--- src/rtl/hazard_fwd_if.sv ---
// ID-stage hazard/forwarding bundle: decoded operand info in, bypass selects and stall out.
interface hazard_fwd_if #(
  parameter int REG_AW = 5,
  parameter int SEL_W  = 2,
  parameter int CNT_W  = 16
);
  logic              id_valid;
  logic [REG_AW-1:0] id_rs;
  logic [REG_AW-1:0] id_rt;
  logic              id_rs_used;
  logic              id_rt_used;
  logic              id_wr_en;
  logic [REG_AW-1:0] id_wraddr;
  logic              id_is_load;
  logic              flush;
  logic              hold;
  logic [SEL_W-1:0]  fwd_a;
  logic [SEL_W-1:0]  fwd_b;
  logic              stall;
  logic [CNT_W-1:0]  stall_cnt;

  modport master (
    output id_valid, id_rs, id_rt, id_rs_used, id_rt_used,
    output id_wr_en, id_wraddr, id_is_load, flush, hold,
    input  fwd_a, fwd_b, stall, stall_cnt
  );

  modport slave (
    input  id_valid, id_rs, id_rt, id_rs_used, id_rt_used,
    input  id_wr_en, id_wraddr, id_is_load, flush, hold,
    output fwd_a, fwd_b, stall, stall_cnt
  );
endinterface

--- src/rtl/hazard_fwd_unit.sv ---
// ID-stage hazard unit: keeps its own destination-tag pipe for the stages after ID and derives
// bypass selects, load-use stalls and bubble insertion from it.
module hazard_fwd_unit #(
  parameter int REG_AW   = 5,
  parameter int NSTAGE   = 3,
  parameter int LOAD_RDY = 2,
  parameter int SEL_W    = 2,
  parameter int CNT_W    = 16
) (
  input logic        clk,
  input logic        rst,
  hazard_fwd_if.slave bus
);

  if (NSTAGE < 2 || LOAD_RDY > NSTAGE || (2 ** SEL_W) <= NSTAGE) begin : g_param_check
    $error("hazard_fwd_unit: inconsistent NSTAGE/LOAD_RDY/SEL_W");
  end

  function automatic logic [CNT_W-1:0] sat_inc(input logic [CNT_W-1:0] x);
    return (&x) ? x : x + CNT_W'(1);
  endfunction

  logic [NSTAGE:1]   tag_v;
  logic [NSTAGE:1]   tag_ld;
  logic [REG_AW-1:0] tag_addr [1:NSTAGE];
  logic [CNT_W-1:0]  cnt;

  logic [SEL_W-1:0]  sel_a, sel_b;
  logic              nr_a, nr_b;
  logic              stall_int;
  logic              ent_v;

  // ID stage: youngest match wins, so scan from oldest to youngest and let later hits override
  always_comb begin
    sel_a = '0;
    sel_b = '0;
    nr_a  = 1'b0;
    nr_b  = 1'b0;
    for (int k = NSTAGE; k >= 1; k--) begin
      if (bus.id_rs_used && bus.id_rs != '0 && tag_v[k] && tag_addr[k] == bus.id_rs) begin
        sel_a = SEL_W'(k);
        nr_a  = tag_ld[k] && (k < LOAD_RDY);
      end
      if (bus.id_rt_used && bus.id_rt != '0 && tag_v[k] && tag_addr[k] == bus.id_rt) begin
        sel_b = SEL_W'(k);
        nr_b  = tag_ld[k] && (k < LOAD_RDY);
      end
    end
  end

  assign stall_int     = bus.id_valid && (nr_a || nr_b) && !bus.flush;
  assign ent_v         = bus.id_valid && bus.id_wr_en && (bus.id_wraddr != '0)
                         && !stall_int && !bus.flush;
  assign bus.stall     = stall_int;
  assign bus.fwd_a     = (stall_int || nr_a) ? '0 : sel_a;
  assign bus.fwd_b     = (stall_int || nr_b) ? '0 : sel_b;
  assign bus.stall_cnt = cnt;

  // EXE..stage NSTAGE: tag valids and counter are the only reset state
  always_ff @(posedge clk) begin
    if (rst) begin
      tag_v <= '0;
      cnt   <= '0;
    end else if (!bus.hold) begin
      tag_v <= {tag_v[NSTAGE-1:1], ent_v};
      if (stall_int) cnt <= sat_inc(cnt);
    end
  end

  always_ff @(posedge clk) begin
    if (!bus.hold) begin
      tag_ld      <= {tag_ld[NSTAGE-1:1], bus.id_is_load};
      tag_addr[1] <= bus.id_wraddr;
      for (int k = 2; k <= NSTAGE; k++) tag_addr[k] <= tag_addr[k-1];
    end
  end

endmodule

--- src/flat_wrapper.sv ---
// flat-port wrapper written by rule: the top's interface ports become plain ports
module hazard_fwd_unit_flat 
#(
  parameter int REG_AW   = 5,
  parameter int NSTAGE   = 3,
  parameter int LOAD_RDY = 2,
  parameter int SEL_W    = 2,
  parameter int CNT_W    = 16
)
  (clk, rst, bus_id_valid, bus_id_rs, bus_id_rt, bus_id_rs_used, bus_id_rt_used, bus_id_wr_en, bus_id_wraddr, bus_id_is_load, bus_flush, bus_hold, bus_fwd_a, bus_fwd_b, bus_stall, bus_stall_cnt);
  hazard_fwd_if #(.REG_AW(REG_AW), .SEL_W(SEL_W), .CNT_W(CNT_W)) bus_i ();
  input logic clk;
  input logic rst;
  input wire logic [$bits(bus_i.id_valid)-1:0] bus_id_valid;
  input wire logic [$bits(bus_i.id_rs)-1:0] bus_id_rs;
  input wire logic [$bits(bus_i.id_rt)-1:0] bus_id_rt;
  input wire logic [$bits(bus_i.id_rs_used)-1:0] bus_id_rs_used;
  input wire logic [$bits(bus_i.id_rt_used)-1:0] bus_id_rt_used;
  input wire logic [$bits(bus_i.id_wr_en)-1:0] bus_id_wr_en;
  input wire logic [$bits(bus_i.id_wraddr)-1:0] bus_id_wraddr;
  input wire logic [$bits(bus_i.id_is_load)-1:0] bus_id_is_load;
  input wire logic [$bits(bus_i.flush)-1:0] bus_flush;
  input wire logic [$bits(bus_i.hold)-1:0] bus_hold;
  output wire logic [$bits(bus_i.fwd_a)-1:0] bus_fwd_a;
  output wire logic [$bits(bus_i.fwd_b)-1:0] bus_fwd_b;
  output wire logic [$bits(bus_i.stall)-1:0] bus_stall;
  output wire logic [$bits(bus_i.stall_cnt)-1:0] bus_stall_cnt;
  assign bus_i.id_valid = bus_id_valid;
  assign bus_i.id_rs = bus_id_rs;
  assign bus_i.id_rt = bus_id_rt;
  assign bus_i.id_rs_used = bus_id_rs_used;
  assign bus_i.id_rt_used = bus_id_rt_used;
  assign bus_i.id_wr_en = bus_id_wr_en;
  assign bus_i.id_wraddr = bus_id_wraddr;
  assign bus_i.id_is_load = bus_id_is_load;
  assign bus_i.flush = bus_flush;
  assign bus_i.hold = bus_hold;
  assign bus_fwd_a = bus_i.fwd_a;
  assign bus_fwd_b = bus_i.fwd_b;
  assign bus_stall = bus_i.stall;
  assign bus_stall_cnt = bus_i.stall_cnt;
  hazard_fwd_unit #(.REG_AW(REG_AW), .NSTAGE(NSTAGE), .LOAD_RDY(LOAD_RDY), .SEL_W(SEL_W), .CNT_W(CNT_W)) u_core (.clk(clk), .rst(rst), .bus(bus_i));
endmodule
--- config.mk ---
export PLATFORM = sky130hd
export DESIGN_NAME = hazard_fwd_unit_flat
export DESIGN_NICKNAME = d
export VERILOG_FILES = /design/src/rtl/hazard_fwd_if.sv /design/src/rtl/hazard_fwd_unit.sv /design/src/flat_wrapper.sv
export SDC_FILE = /design/constraint.sdc
export NUM_CORES = 1
export LEC_CHECK = 0
export CORE_ASPECT_RATIO = 1.75
export CORE_MARGIN = 2
export CORE_UTILIZATION = 49
export CTS_CLUSTER_SIZE = 25
export DETAILED_ROUTE_END_ITERATION = 16
export PLACE_DENSITY = 0.79
export SLEW_MARGIN = 30
export SYNTH_ARGS = -nofsm -noshare
export SYNTH_HDL_FRONTEND = slang
export SYNTH_SLANG_ARGS = --single-unit
export TNS_END_PERCENT = 100
--- constraint.sdc ---
create_clock -name clk -period 2.35 [get_ports clk]
set_input_delay 0.3525 -clock clk [delete_from_list [all_inputs] [get_ports clk]]
set_output_delay 0.3525 -clock clk [all_outputs]
set_load 0.01 [all_outputs]
==> metrics.txt <==
status=complete, but fails checks; failing checks=negative setup slack; row cnt=29; Vias per Instance=5.756; detailed-route DRC error count=0; total gr overflow=0; drt pass-1 iters=4; Die Wd=50.82 um; cells after synthesis=189; Initial Util=0.5128; Final WS setup=-214.9 ps; Reg power frac=0.528; Max Cap Viol=0; Sw Ratio=0.2472; fraction of layout cells with a size suffix above 1=0.3172; CTS tree=done; area share of the largest cell type after synthesis=0.2557; global-route wire length before repair=8866 um; via count=1934; main combinational cell family by area after synthesis=simple AND/OR/NAND/NOR gates; Yosys warning total=0; Final ANT Viol Nets=0; Met3 Wirelength=229 um; compound-gate portion of the synthesized area=0.1445; total clock sinks=35; Final period util=1.091; hold crit path type=flop to flop; DR WL/cell=17.88 um; Inst Count DP=316; CORE AREA=3665 sq um; Finished Cell Area=2925 sq um; min cycle time layout=2565 ps; Clk pin slew, worst setup/hold paths=70 ps; Die Area=4366 sq um; cells taking the most area after synthesis=edfxtp_1, dfxtp_1, xor2_1, xnor2_1, a21oi_1; largest area contributor in the netlist=edfxtp_1; Comb pwr share=0.158; synth unique cells=35; Final nets=314; Inserted Clock Buffers=5; post-layout util=0.7982; synthesized-area fraction occupied by and/or/nand/nor cells=0.1984; final non-filler cell total=336; Post-synth EDFFs=16; synthesized flop and latch total=35; CTS Hold Bufs=0; max layer used=met4; final setup vio count=15; antenna violations before repair=0; Max Fanout on Critical Path=4; Crit Path Category=flop to output pin; 1st-iter DRT viols=34; vias in the first global route=1958; Port Buffers=44; final WL=6009 um; Total Power=1.293 mW; r2r startpoint=u_core.tag_addr[0][7]; clk buf depth=2; Arr. time, crit path=2210 ps; CP startpoint kind=flop; sequential share of the synthesized area=0.4581; CP Launch Point=u_core.tag_addr[0][7]; max frequency=389.9 MHz; worst slew pin tran=755.6 ps; mapped cell area=1879 sq um; leakage power=1.119 nW; top_reg_cell synth=dfxtp_1; PD cells=442.1 nW/um^2; Root Buffer=clkbuf_8; Area after DPL=2668 sq um; Synth Area in XOR/XNOR=0.1445; io pins=45; Post-synth top cells=dfxtp_1, a21oi_1, edfxtp_1, xor2_1, xnor2_1; HPWL Detailed=3997 um; RSZ-0062 raised after global routing=yes; Pins Over Slew Limit=0; VDD IR max=485.2 uV; CTS H-tree lvls=2; met2 WL post-DR=3353 um; Area Overhead vs Synth=55.66%; CP required=2000 ps; P_sw=0.3197 mW; Async SR Flop Fraction=0; adder-cell share of the synthesized area=0.006658; Die Ht=85.93 um; clk_skew=7.718 ps; Clk Latency, worst-skew pair=290 ps; most frequent cell after synthesis=dfxtp_1; Placer Congestion=0.8294; Final Hold Fails=0; Mean Syn Cell Area=9.943 sq um; syn_nets=214; Routed met1 length=2034 um; multiplexer area fraction after synthesis=0.01598; antenna cells=0; hold path start=u_core.bus.stall_cnt[15]; CP endpoint kind=output pin; global-route usage over all layers=0.2735; clock share of power=0.313; Internal=0.9736 mW; setup tns final=-1284 ps; Rel. slew slack=0.4947; largest net degree at the start of global routing=20
## per-stage QoR
stage	setup slack, ps	hold slack [ps]
after floorplan	54.11	451.4
after global placement	-730.4	492.7
after detailed placement	-837.9	495.8
after CTS	-171.9	505.4
after global routing	-366.9	526.9
final	-214.9	505.4
## final cells by class
| type | count | area (sq um) |
|---|---|---|
| Sequential cell | 35 | 860.8 |
| Tap cell | 46 | 57.56 |
| Inverter | 6 | 22.52 |
| Timing Repair Buffer | 99 | 818.3 |
| Fill cell | 229 | 739.5 |
| Clock buffer | 6 | 72.57 |
| Clock inverter | 2 | 8.758 |
| Multi-Input combinational cell | 142 | 1085 |
## flip-flops by register name (all words and copies together) (netlist names)
name / flops
u_core.tag_ld: 1
u_core.tag_v: 3
u_core.tag_addr: 15
u_core.bus.stall_cnt: 16
## cells by family (layout without fill, tap and decap cells)
family          after synthesis  after routing
simple gates                 65             65
compound gates               42             42
flops                        35             35
xor+xnor                     31             31
buf+inv                      12            113
mux                           3              3
fa+ha+maj                     1              1
## path summary, 6_finish.rpt
path | end | slack (ps) | depth (start not counted)
worst min-delay path | u_core.bus.stall_cnt[15] | 510 | 2
worst max register to register | u_core.bus.stall_cnt[5] | -70 | 8
worst min register to register | u_core.bus.stall_cnt[15] | 510 | 2
worst max-delay path | bus_fwd_b[1] | -210 | 9
## repair_timing
item                                    4_1_cts  5_1_grt
pin swaps                                    13        8
buffers inserted                             12        1
resized for setup                            55       19
endpoints found under the hold margin         0        0
endpoints found under the setup margin       21       20
## power groups by stage
stage,Clock [mW],Sequential (mW),Combinational [mW]
2_1_floorplan,0,0.691,0.0643
3_3_place_gp,0,0.695,0.167
3_5_place_dp,0,0.695,0.172
4_1_cts,0.417,0.682,0.181
5_1_grt,0.435,0.685,0.214
6_report,0.405,0.683,0.205
## critical path: stages, from the launching register on
cell	delay (ps)
edfxtp_1	430
buf_6	160
xor2_4	150
nor4_4	320
o2111ai_4	170
nand2_2	110
and4b_2	290
buf_6	110
nor2_1	40
buf_2	140
## per-layer routing
| layer | global-route usage | vias up |
|---|---|---|
| li1 | - | 905 |
| met1 | 0.2557 | 931 |
| met2 | 0.5275 | 67 |
| met3 | 0.04704 | 31 |
| met4 | 0.1622 | 0 |
| met5 | 0 | - |
## cells in the final DEF (no fill, tap or decap), drive strengths merged, types with 2 or more instances in the layout
cell type / instances
a21o: 3
a21oi: 16
buf: 63
clkbuf: 10
clkdlybuf4s50: 29
clkinv: 2
dfxtp: 19
dlygate4sd2: 2
edfxtp: 16
inv: 6
mux2i: 3
nand2: 11
nand3: 9
nand4: 5
nor2: 10
nor3: 4
nor4: 4
o211ai: 2
o21ai: 10
o31ai: 7
or3: 7
or4: 10
xnor2: 15
xor2: 16
Note: power is estimated with default switching activity, not from simulation.
